`config.mk`:
```
export PLATFORM = sky130hd
export DESIGN_NAME = tdes_job_scheduler
export DESIGN_NICKNAME = d
export VERILOG_FILES = /design/src/rtl/tdes_job_scheduler.sv
export SDC_FILE = /design/constraint.sdc
export NUM_CORES = 1
export LEC_CHECK = 0
export BUFFER_PORTS_ARGS = -buffer_cell sky130_fd_sc_hd__buf_2
export CAP_MARGIN = 40
export CORE_UTILIZATION = 50
export CTS_CLUSTER_DIAMETER = 100
export DETAILED_ROUTE_END_ITERATION = 10
export PLACE_DENSITY = 0.72
export SETUP_SLACK_MARGIN = 0.2
export SYNTH_ARGS = -nofsm -noshare
export SYNTH_HDL_FRONTEND = slang
export SYNTH_SLANG_ARGS = --single-unit
```
`constraint.sdc`:
```
create_clock -name HCLK -period 13.1 [get_ports HCLK]
set_input_delay 1.31 -clock HCLK [delete_from_list [all_inputs] [get_ports HCLK]]
set_output_delay 1.31 -clock HCLK [all_outputs]
set_load 0.05 [all_outputs]
```
`src/rtl/tdes_job_scheduler.sv`:
```
// Job scheduler in front of a triple-DES core.
// Buffers jobs, dispatches them one at a time to the core, applies ECB/CBC
// chaining around the core and queues results in acceptance order.
module tdes_job_scheduler #(
    parameter int DEPTH   = 4,
    parameter int BLOCK_W = 64
) (
    input  logic                    HCLK,
    input  logic                    HRESET,
    input  logic                    job_valid,
    output logic                    job_ready,
    input  logic [BLOCK_W-1:0]      job_data,
    input  logic                    job_encrypt,
    input  logic                    job_chain,
    input  logic                    iv_load,
    input  logic [BLOCK_W-1:0]      iv_data,
    output logic                    core_enable,
    output logic                    core_encr_decr,
    output logic [BLOCK_W-1:0]      core_data,
    input  logic                    core_done,
    input  logic [BLOCK_W-1:0]      core_result,
    output logic                    res_valid,
    input  logic                    res_ready,
    output logic [BLOCK_W-1:0]      res_data,
    output logic                    busy,
    output logic [$clog2(DEPTH):0]  job_count,
    output logic                    spurious_done
);

    localparam int AW = $clog2(DEPTH);
    localparam logic [AW:0]   FULL    = (AW+1)'(DEPTH);
    localparam logic [AW-1:0] PTR_ONE = 1;
    localparam logic [AW:0]   CNT_ONE = 1;

    typedef enum logic [1:0] {S_IDLE, S_ISSUE, S_WAIT, S_STORE} state_t;

    state_t state;

    // Job FIFO entry layout: {data, encrypt, chain}
    logic [BLOCK_W+1:0] jq_mem [DEPTH];
    logic [AW-1:0]      jq_wr, jq_rd;
    logic [AW:0]        jq_cnt;

    logic [BLOCK_W-1:0] rq_mem [DEPTH];
    logic [AW-1:0]      rq_wr, rq_rd;
    logic [AW:0]        rq_cnt;

    logic [BLOCK_W-1:0] chain_reg;
    logic [BLOCK_W-1:0] cur_data;
    logic               cur_enc;
    logic               cur_chain;
    logic [BLOCK_W-1:0] cap_res;

    logic [BLOCK_W+1:0] head;
    logic [BLOCK_W-1:0] head_data;
    logic               head_enc;
    logic               head_chain;
    logic               job_push;
    logic               dispatch;
    logic               res_full;
    logic               res_push;
    logic               res_pop;
    logic [BLOCK_W-1:0] store_val;

    assign head       = jq_mem[jq_rd];
    assign head_data  = head[BLOCK_W+1:2];
    assign head_enc   = head[1];
    assign head_chain = head[0];

    assign job_ready = (jq_cnt != FULL);
    assign job_push  = job_valid && job_ready;
    assign job_count = jq_cnt;
    assign res_full  = (rq_cnt == FULL);
    // iv_load has priority over dispatch so the new IV is in place for the next job
    assign dispatch  = (state == S_IDLE) && (jq_cnt != '0) && !res_full && !iv_load;
    assign res_push  = (state == S_STORE);
    assign res_valid = (rq_cnt != '0);
    assign res_pop   = res_valid && res_ready;
    assign res_data  = res_valid ? rq_mem[rq_rd] : '0;
    assign busy      = (state != S_IDLE);

    // CBC decrypt unmasks the core output with the previous ciphertext
    assign store_val = (cur_chain && !cur_enc) ? (cap_res ^ chain_reg) : cap_res;

    // Job FIFO storage (contents are don't-care while empty)
    always_ff @(posedge HCLK) begin
        if (job_push)
            jq_mem[jq_wr] <= {job_data, job_encrypt, job_chain};
    end

    // Job FIFO pointers and occupancy
    always_ff @(posedge HCLK or posedge HRESET) begin
        if (HRESET) begin
            jq_wr  <= '0;
            jq_rd  <= '0;
            jq_cnt <= '0;
        end else begin
            if (job_push)
                jq_wr <= jq_wr + PTR_ONE;
            if (dispatch)
                jq_rd <= jq_rd + PTR_ONE;
            if (job_push && !dispatch)
                jq_cnt <= jq_cnt + CNT_ONE;
            else if (!job_push && dispatch)
                jq_cnt <= jq_cnt - CNT_ONE;
        end
    end

    // Result FIFO storage
    always_ff @(posedge HCLK) begin
        if (res_push)
            rq_mem[rq_wr] <= store_val;
    end

    // Result FIFO pointers and occupancy
    always_ff @(posedge HCLK or posedge HRESET) begin
        if (HRESET) begin
            rq_wr  <= '0;
            rq_rd  <= '0;
            rq_cnt <= '0;
        end else begin
            if (res_push)
                rq_wr <= rq_wr + PTR_ONE;
            if (res_pop)
                rq_rd <= rq_rd + PTR_ONE;
            if (res_push && !res_pop)
                rq_cnt <= rq_cnt + CNT_ONE;
            else if (!res_push && res_pop)
                rq_cnt <= rq_cnt - CNT_ONE;
        end
    end

    // Dispatch FSM: issue one job, wait for the core, store and update chaining
    always_ff @(posedge HCLK or posedge HRESET) begin
        if (HRESET) begin
            state          <= S_IDLE;
            core_enable    <= 1'b0;
            core_encr_decr <= 1'b0;
            core_data      <= '0;
            chain_reg      <= '0;
            cur_data       <= '0;
            cur_enc        <= 1'b0;
            cur_chain      <= 1'b0;
            cap_res        <= '0;
        end else begin
            core_enable <= 1'b0;
            case (state)
                S_IDLE: begin
                    if (iv_load) begin
                        chain_reg <= iv_data;
                    end else if (dispatch) begin
                        cur_data       <= head_data;
                        cur_enc        <= head_enc;
                        cur_chain      <= head_chain;
                        core_data      <= (head_chain && head_enc) ? (head_data ^ chain_reg) : head_data;
                        core_encr_decr <= head_enc;
                        core_enable    <= 1'b1;
                        state          <= S_ISSUE;
                    end
                end
                S_ISSUE: begin
                    state <= S_WAIT;
                end
                S_WAIT: begin
                    if (core_done) begin
                        cap_res <= core_result;
                        state   <= S_STORE;
                    end
                end
                S_STORE: begin
                    // CBC encrypt chains on ciphertext out, CBC decrypt on ciphertext in
                    if (cur_chain)
                        chain_reg <= cur_enc ? cap_res : cur_data;
                    state <= S_IDLE;
                end
                default: begin
                    state <= S_IDLE;
                end
            endcase
        end
    end

    // Sticky flag for a core completion that arrives with nothing outstanding
    always_ff @(posedge HCLK or posedge HRESET) begin
        if (HRESET)
            spurious_done <= 1'b0;
        else if (core_done && (state != S_WAIT))
            spurious_done <= 1'b1;
    end

endmodule

```
==> metrics.txt, run 1 <==
most numerous cell in the Yosys netlist edfxtp_1; initial antenna violation count 36; Warnings, synthesis 0; Area contributors post-synth edfxtp_1 47%, dfrtp_1 21%, mux4_2 8.9%, nand2_1 5.2%, mux2_2 2.3%; period utilization 32.2%; RR Startpoint rq_cnt[1]; final WL 79400 µm; FF-to-FF setup slack 9500 ps; CTS clk-pin slew, worst paths 60 ps; Final Hold Viols 0; Fmax 237 MHz; WL/cell 23.2 µm; Die Wd 258 µm; Buf/Inv on CP 3; Pre-antenna DRT Iters 7; GPL Wtd Cong 0.877; Site Rows 93; Max transition margin 32.9%; post-route cell area 38200 µm²; initial cell density of the core 50.8%; number of max-cap violations 0; post-synthesis async set-or-reset flop share 34.7%; measured slew at the worst slew-check pin 999 ps; Core ar. 64700 µm²; # IOs 337; Area Growth Syn to Fin 16.2%; R2R Path End core_data[46]; max reg flops 264; flops & latches, synth 796; critical path, cell by cell buf_4 -> buf_16 -> mux4_2 -> and2_1 -> buf_2; beginning of the worst hold path spurious_done; crit start category flop; Setup Buffers After CTS 0; Largest Register jq_mem; # nets final 2696; post-detail-place hpwl 53100 µm; cell taking the most area after synthesis edfxtp_1; Top FF cell, synth edfxtp_1; H-Tree Level Count 3; vias in the first global route 19100; PortBufs 336; register area share after synthesis 68.5%; Placed Area 35500 µm²; Pleak 14.6 nW; total negative setup slack 0 ps; ANT nets after route 0; Cell Area, Synth 32900 µm²; GRT Util Overall 23.9%; slowest stage cell, crit path dfrtp_4; skew final 25.2 ps; Worst Reg-to-Reg Cells 6; vias per cell 5.54; vias after detailed routing 19000; top-area cell type share of the netlist area 47.5%; top post-synthesis cells by count 520 x edfxtp_1, 459 x nand2_1, 276 x dfrtp_1; CTS max path bufs 3; pin count of the biggest net entering global routing 164; Die Y 258 µm; Max stage delay on crit path 670 ps; Hold Buf Count CTS 0; Crit. End Element output port; CTS tree done; Crit Path Max Fanout 41; Layout fillers 4986; fin crit period 4210 ps; Setup WS post-layout 8890 ps; power per cell area 286 nW/µm²; Avg Inst Size Synth 15.2 µm²; Num CTS Buffers 80; share of layout cells above drive strength 1 29.6%; arrival time worst endpoint 2900 ps; RSZ-0062 raised after global routing no; Final Max Tran Viols 0; synth unique cells 35; Worst IR Drop VDD 0.000181 V; Hold EP spurious_done; gr ovfl total 0; Multi-input gate area 9660 µm²; Final Util 59.1%; EDFF count, synth 520; Clock Latency Late Sink 620 ps; Die ar. 66800 µm²; Crit path max-delay family buffers and inverters; post-CTS sizing 0; Worst EP required 11790 ps; Hold Crit Depth 1; Root Driver clkbuf_16; biggest regs jq_mem x264, rq_mem x256; Syn Nets 2375; first-pass GRT wire length 119000 µm; TritonCTS Sinks 796; Hold Crit Class flop to flop; setup violators final 0; DP Worst Slack 9270 ps; Post-Syn Instances 2159; status finished, final reports clean; 1st-iter DRT viols 1691; register area 22500 µm²; CP Class flop to output port; DRC 0
-- how the worst max path moves through the flow --
stage / cells past startpoint / startpoint / to / slack [ps]
after CTS: 5 / rq_rd[0] / res_data[52] / 8800
final: 5 / rq_rd[0] / res_data[52] / 8890
after floorplan: 1 / HRESET / cap_res[0] / 4180
after detailed placement: 6 / iv_load / jq_rd[1] / 9270
after global placement: 4 / rq_rd[0] / res_data[52] / 9160
after global routing: 5 / rq_rd[0] / res_data[49] / 8690
-- report_power, final --
| part | internal (mW) | switching (mW) |
|---|---|---|
| combinational | 1.47 | 2.96 |
| sequential | 3.67 | 0.508 |
| clock | 1.39 | 0.945 |
| total | 6.53 | 4.41 |
-- cells by family (layout without fill, tap and decap cells) --
group	after synthesis	after routing	synth area share, %
adder cells (fa/ha/maj)	16	16	0.655
AO/OA/AOI/OAI	198	198	3.04
other	0	24	0
AND/OR/NAND/NOR	606	606	8.51
flip-flops	796	796	68.5
multiplexers	263	263	13.2
buffers and inverters	140	527	2.35
XOR/XNOR	140	140	3.73
-- cell usage in the layout (no fill, tap or decap), types with 13 or more instances in the layout --
cell       instances
ha_1              13
edfxtp_1         520
clkbuf_16         83
mux4_2           128
diode_2           24
mux2_2            68
nand2_1          458
mux2i_1           64
xnor2_1           71
xor2_1            69
o21ai_1           63
buf_2            336
clkinv_1          17
o21ai_0          131
nand3_1           16
clkbuf_1          14
buf_4             17
and2_1            64
dfrtp_1          271
nand3_2           49
-- area by class of cell --
type                       count  area share (%)
antenna                       24           0.157
sequential                   796            59.0
inverter                      12           0.137
tap                          855            2.80
clock buffer                 102            5.75
clock inverter                46            1.27
multi-input combinational   1223            25.3
timing repair buffer         367            5.63
-- metrics by stage --
step	instances	hold WS [ps]	power, mW
6_report	3425	461	10.9
5_1_grt	3419	492	11.5
4_1_cts	3400	465	11.0
3_5_place_dp	3252	452	8.65
3_3_place_gp	3240	433	8.44
2_1_floorplan	2159	445	7.37
-- layer usage --
metal  GRT usage, %  share of wire (%)
met1           34.3                 43
met2           35.7                 46
met4           10.0                3.3
met3           5.17                7.5
met5              0               0.20
Note: power is estimated with default switching activity, not from simulation.
==> run 2: changes to the inputs <==
--- a/config.mk
+++ b/config.mk
@@ -10,7 +10,7 @@
 export CORE_UTILIZATION = 50
 export CTS_CLUSTER_DIAMETER = 100
 export DETAILED_ROUTE_END_ITERATION = 10
-export PLACE_DENSITY = 0.72
+export PLACE_DENSITY = 0.75
 export SETUP_SLACK_MARGIN = 0.2
 export SYNTH_ARGS = -nofsm -noshare
 export SYNTH_HDL_FRONTEND = slang
==> constraint.sdc (replaced) <==
create_clock -name HCLK -period 3.8 [get_ports HCLK]
set_input_delay 0.38 -clock HCLK [delete_from_list [all_inputs] [get_ports HCLK]]
set_output_delay 0.38 -clock HCLK [all_outputs]
set_load 0.05 [all_outputs]
==> metrics.txt, run 2 (synthesized netlist as in run 1, its figures left out) <==
crit start category flop (unchanged); Worst EP required 3420 ps (was 11790 ps); Die ar. 66800 µm² (unchanged); Die Y 258 µm (unchanged); Post-Layout Cell Count 3537 (was 3425); PortBufs 336 (unchanged); RSZ-0062 raised after global routing no (unchanged); CTS tree done (unchanged); slowest stage cell, crit path dfrtp_4 (unchanged); final WL 80700 µm (was 79400 µm); initial antenna violation count 16 (was 36); Layout fillers 4802 (was 4986); GRT Util Overall 24.4% (was 23.9%); max reg flops 264 (unchanged); skew final 18.5 ps (was 25.2 ps); post-detail-place hpwl 54200 µm (was 53100 µm); Pleak 15.1 nW (was 14.6 nW); CP Class flop to output port (unchanged); power per cell area 951 nW/µm² (was 286 nW/µm²); Setup Buffers After CTS 0 (unchanged); Max transition margin 39.2% (was 32.9%); Final Hold Viols 0 (unchanged); Final Util 60.7% (was 59.1%); Num CTS Buffers 79 (was 80); measured slew at the worst slew-check pin 912 ps (was 999 ps); pin count of the biggest net entering global routing 141 (was 164); GPL Wtd Cong 0.903 (was 0.877); biggest regs jq_mem x264, rq_mem x256 (unchanged); H-Tree Level Count 3 (unchanged); CTS max path bufs 3 (unchanged); DP Worst Slack 1120 ps (was 9270 ps); FF-to-FF setup slack 1110 ps (was 9500 ps); Area Growth Syn to Fin 19.5% (was 16.2%); Root Driver clkbuf_16 (unchanged); Setup WS post-layout 853 ps (was 8890 ps); DRC 0 (unchanged); fin crit period 2950 ps; period utilization 77.5%; # nets final 2822 (was 2696); Largest Register jq_mem (unchanged); vias per cell 5.49 (was 5.54); initial cell density of the core 50.8% (unchanged); Core ar. 64700 µm² (unchanged); CTS clk-pin slew, worst paths 60 ps (about the same); commonest cells after routing, fill and taps aside 520 x edfxtp_1, 458 x nand2_1, 336 x buf_2 (unchanged); 1st-iter DRT viols 1860 (was 1691); Fmax 339 MHz; Clock Latency Late Sink 610 ps (was 620 ps); # IOs 337 (unchanged); Site Rows 93 (unchanged); first-pass GRT wire length 121000 µm (was 119000 µm); Max stage delay on crit path 640 ps (was 670 ps); placed cell count 3260 (was 3252); vias in the first global route 19700 (was 19100); Crit Path Max Fanout 16 (was 41); vias after detailed routing 19400 (was 19000); Final Max Tran Viols 0 (unchanged); Pre-antenna DRT Iters 5 (was 7); status finished, final reports clean (unchanged); setup violators final 0 (unchanged); critical path, cell by cell buf_4 -> mux4_2 -> and2_1 -> buf_2 (was buf_4 -> buf_16 -> mux4_2 -> and2_1 -> buf_2); Crit. End Element output port (unchanged); share of layout cells above drive strength 1 28.4% (was 29.6%); commonest non-fill, non-tap cell in the layout edfxtp_1 (unchanged); ANT nets after route 0 (unchanged); Worst IR Drop VDD 0.000559 V (was 0.000181 V); number of max-cap violations 0 (unchanged); Die Wd 258 µm (unchanged); Hold Crit Class input pin to flop (was flop to flop); arrival time worst endpoint 2570 ps (was 2900 ps); WL/cell 22.8 µm (was 23.2 µm); gr ovfl total 0 (unchanged); TritonCTS Sinks 796 (unchanged)
==> run 2: changes by cell type in the layout (fill, tap and decap cells not counted), moves of 4 or more <==
cell / previous run / this run
clkinv_1: 17 / 8
buf_12: 3 / 13
buf_4: 17 / 21
clkbuf_8: 5 / 9
bufinv_16: 10 / 2
clkbuf_1: 14 / 23
diode_2: 24 / 11
clkinvlp_4: 1 / 5
dlygate4sd3_1: 0 / 120
buf_16: 10 / 4
==> run 2: layout make-up <==
| type | count | area, µm² | area share (%) |
|---|---|---|---|
| Antenna cell | 11 | 27.5 | 0.0701 |
| Clock buffer | 115 | 2290 | 5.82 |
| Clock inverter | 31 | 228 | 0.580 |
| Inverter | 12 | 48.8 | 0.124 |
| Multi-Input combinational cell | 1223 | 9660 | 24.6 |
| Sequential cell | 796 | 22500 | 57.4 |
| Tap cell | 855 | 1070 | 2.72 |
| Timing Repair Buffer | 494 | 3410 | 8.68 |
==> run 2: critical path, delay by kind of cell, from the launching register on <==
kind,cells,cell delay (ps)
multiplexers,1,580
AND/OR/NAND/NOR,1,180
flip-flops,1,640
buffers and inverters,2,540
==> run 2: repair_timing <==
action / CTS / global route
gates resized for setup: 0 / 0
hold buffers: 120 / 0
endpoints found under the hold margin: 328 / 0
==> run 2: through the flow <==
step / area (µm²) / hold slack, ps / total power, mW / TNS (ps)
2_1_floorplan: 32900 / 445 / 25.4 / -63860
3_3_place_gp: 35400 / 408 / 29.2 / 0
3_5_place_dp: 35500 / 411 / 29.8 / 0
4_1_cts: 39200 / 0.278 / 37.5 / 0
5_1_grt: 39300 / 5.32 / 39.1 / 0
6_report: 39300 / 35.5 / 37.4 / 0
==> run 2: final timing paths <==
| kind | end | from | cells past startpoint |
|---|---|---|---|
| worst max register to register | rq_cnt[2] | rq_cnt[0] | 9 |
| worst max-delay path | res_data[28] | rq_rd[0] | 4 |
| worst min-delay path | cap_res[23] | core_result[23] | 2 |
| min in group asynchronous | cap_res[9] | HRESET | 3 |
| max in group asynchronous | jq_rd[0] | HRESET | 4 |
| worst min register to register | spurious_done | spurious_done | 1 |
==> run 2: where the power goes <==
| part | total (mW) | leakage, nW | internal, mW | switching [mW] |
|---|---|---|---|---|
| Clock | 7.55 | 1.23 | 4.33 | 3.21 |
| Sequential | 14.5 | 8.12 | 12.7 | 1.83 |
| Combinational | 15.3 | 5.73 | 5.15 | 10.2 |
==> run 2: per-layer routing <==
layer | part of all wire [%] | track usage, % | vias up
li1 | - | - | 8709
met1 | 43 | 35.3 | 9876
met2 | 47 | 37.7 | 690
met3 | 6.5 | 3.61 | 141
met4 | 3.2 | 9.68 | 6
met5 | 0.051 | 0 | -
==> run 3: changes to the inputs <==
--- a/config.mk
+++ b/config.mk
@@ -10,7 +10,7 @@
 export CORE_UTILIZATION = 50
 export CTS_CLUSTER_DIAMETER = 100
 export DETAILED_ROUTE_END_ITERATION = 10
-export PLACE_DENSITY = 0.75
+export PLACE_DENSITY = 0.72
 export SETUP_SLACK_MARGIN = 0.2
 export SYNTH_ARGS = -nofsm -noshare
 export SYNTH_HDL_FRONTEND = slang
==> constraint.sdc (replaced) <==
create_clock -name HCLK -period 3 [get_ports HCLK]
set_input_delay 0.3 -clock HCLK [delete_from_list [all_inputs] [get_ports HCLK]]
set_output_delay 0.3 -clock HCLK [all_outputs]
set_load 0.05 [all_outputs]
==> metrics.txt, run 3 (synthesized netlist as in run 1, its figures left out) <==
placed cell count 3264 (was 3260); ANT nets after route 0 (unchanged); Hold EP chain_reg[46] (was cap_res[23]); Layout fillers 4750 (was 4802); beginning of the worst hold path iv_data[46] (was core_result[23]); critical path, cell by cell buf_4 -> mux4_2 -> and2_1 -> buf_2 (unchanged); status finished, final reports clean (unchanged); arrival time worst endpoint 2410 ps (was 2570 ps); Most Crowded Layer GR met2 (unchanged); Pleak 15.3 nW (was 15.1 nW); setup violators final 0 (unchanged); WL/cell 22.3 µm (was 22.8 µm); Largest Register jq_mem (unchanged); Die ar. 66800 µm² (unchanged); gr ovfl total 0 (unchanged); PortBufs 336 (unchanged); vias in the first global route 19500 (was 19700); Worst IR Drop VDD 0.000693 V (was 0.000559 V); R2R Path End job_count[1] (was rq_cnt[2]); number of max-cap violations 0 (unchanged); Setup WS post-layout 285 ps (was 853 ps); Num CTS Buffers 78 (was 79); TritonCTS Sinks 796 (unchanged); Hold Crit Depth 3 (was 2); pin count of the biggest net entering global routing 87 (was 141); worst hold slack 24.0 ps (was 35.5 ps); # IOs 337 (unchanged); max reg flops 264 (unchanged); skew final 15.6 ps (was 18.5 ps); Worst EP required 2700 ps (was 3420 ps); GRT Util Overall 24.1% (was 24.4%); commonest non-fill, non-tap cell in the layout edfxtp_1 (unchanged); period utilization 90.5%; FF-to-FF setup slack 310 ps (was 1110 ps); Crit Path Max Fanout 22 (was 16); RR Startpoint state[0] (was rq_cnt[0]); commonest cells after routing, fill and taps aside 520 x edfxtp_1, 458 x nand2_1, 336 x buf_2 (unchanged); vias per cell 5.45 (was 5.49); CP Class flop to output port (unchanged); share of layout cells above drive strength 1 28.0% (was 28.4%); Die Y 258 µm (unchanged); CTS tree done (unchanged); GPL Wtd Cong 0.878 (was 0.903); CTS max path bufs 3 (unchanged); CTS clk-pin slew, worst paths 60 ps (about the same); post-detail-place hpwl 53800 µm (was 54200 µm); crit start category flop (unchanged); DP Worst Slack 322 ps (was 1120 ps); Die Wd 258 µm (unchanged); # nets final 2868 (was 2822); 1st-iter DRT viols 1748 (was 1860); initial cell density of the core 50.8% (unchanged); Tot Pwr 47.6 mW (was 37.4 mW); DRC 0 (unchanged); Hold Crit Class input pin to flop (unchanged); Post-Layout Cell Count 3580 (was 3537); H-Tree Level Count 3 (unchanged); fin crit period 2710 ps; Worst Reg-to-Reg Cells 8 (was 9); initial antenna violation count 13 (was 16); Area Growth Syn to Fin 21.0% (was 19.5%); Core ar. 64700 µm² (unchanged); measured slew at the worst slew-check pin 841 ps (was 912 ps); Max transition margin 43.5% (was 39.2%); biggest regs jq_mem x264, rq_mem x256 (unchanged); final WL 80000 µm (was 80700 µm); met1 Use GR 35.2% (was 35.3%); Max stage delay on crit path 660 ps (was 640 ps); Clock Latency Late Sink 610 ps (about the same); slowest stage cell, crit path dfrtp_4 (unchanged); Site Rows 93 (unchanged); Final Hold Viols 0 (unchanged); first-pass GRT wire length 121000 µm (about the same); RSZ-0062 raised after global routing yes (was no); Pre-antenna DRT Iters 8 (was 5); vias after detailed routing 19500 (was 19400); Root Driver clkbuf_16 (unchanged); power per cell area 1200 nW/µm² (was 951 nW/µm²); Fmax 368 MHz; Crit. End Element output port (unchanged); M3 GR Usage 3.61% (unchanged); Final Max Tran Viols 0 (unchanged); met2 Resource Use GR 36.8% (was 37.7%)
==> run 3: cell count changes in the layout (fill, tap and decap cells not counted), sizes merged <==
cell	before	now
clkinvlp	5	3
inv	16	11
buf	374	378
clkinv	20	25
clkbuf	115	109
dlygate4sd3	120	163
bufinv	2	6
==> run 3: report_power, final <==
part | leakage [nW] | switching (mW) | total (mW) | internal [mW]
sequential | 8.12 | 2.07 | 18.1 | 16.0
combinational | 5.93 | 13.1 | 19.7 | 6.61
clock | 1.25 | 4.02 | 9.75 | 5.72
==> run 3: worst max-delay path by stage <==
stage / startpoint / to / slack, ps / cells after the start
6_report: rq_rd[1] / res_data[6] / 290 / 4
4_1_cts: rq_rd[0] / res_data[11] / 210 / 4
5_1_grt: rq_rd[1] / res_data[0] / 200 / 4
3_3_place_gp: state[0] / job_count[1] / 410 / 8
3_5_place_dp: state[0] / job_count[1] / 320 / 8
2_1_floorplan: HRESET / cap_res[0] / -950 / 1
==> run 3: routing by layer <==
metal / vias to the layer above / wire [µm] / part of all wire, %
li1: 8787 / - / -
met1: 9793 / 34400 / 43
met2: 770 / 37500 / 47
met3: 145 / 5540 / 6.9
met4: 6 / 2530 / 3.2
met5: - / 34 / 0.043
==> run 3: area by class of cell <==
cell class,count,area [µm²],area share [%]
timing repair buffer,541,3880,9.76
multi-input combinational,1223,9660,24.3
clock inverter,33,312,0.783
antenna,11,27.5,0.0692
sequential,796,22500,56.7
tap,855,1070,2.69
inverter,12,48.8,0.123
clock buffer,109,2240,5.62
==> run 3: what timing repair did <==
item / in CTS / in global routing
hold buffers: 163 / 0
endpoints found under the hold margin: 384 / 0
gates resized for setup: 0 / 2
endpoints found under the setup margin: 0 / 17
buffers inserted: 0 / 0
==> run 3: critical path: cells and delay by family, from the launching register on <==
kind / cells / cell delay (ps)
AND/OR/NAND/NOR: 1 / 210
multiplexers: 1 / 330
flip-flops: 1 / 660
buffers and inverters: 2 / 600
==> run 3: stage by stage <==
| stage | cell area, µm² | setup TNS [ps] | util [%] |
|---|---|---|---|
| global placement | 35500 | 0 | 54.9 |
| CTS | 39700 | 0 | 61.4 |
| global route | 39800 | 0 | 61.5 |
| floorplan | 32900 | -262580 | - |
| detailed placement | 35600 | 0 | 55.0 |
| finish | 39800 | 0 | 61.5 |
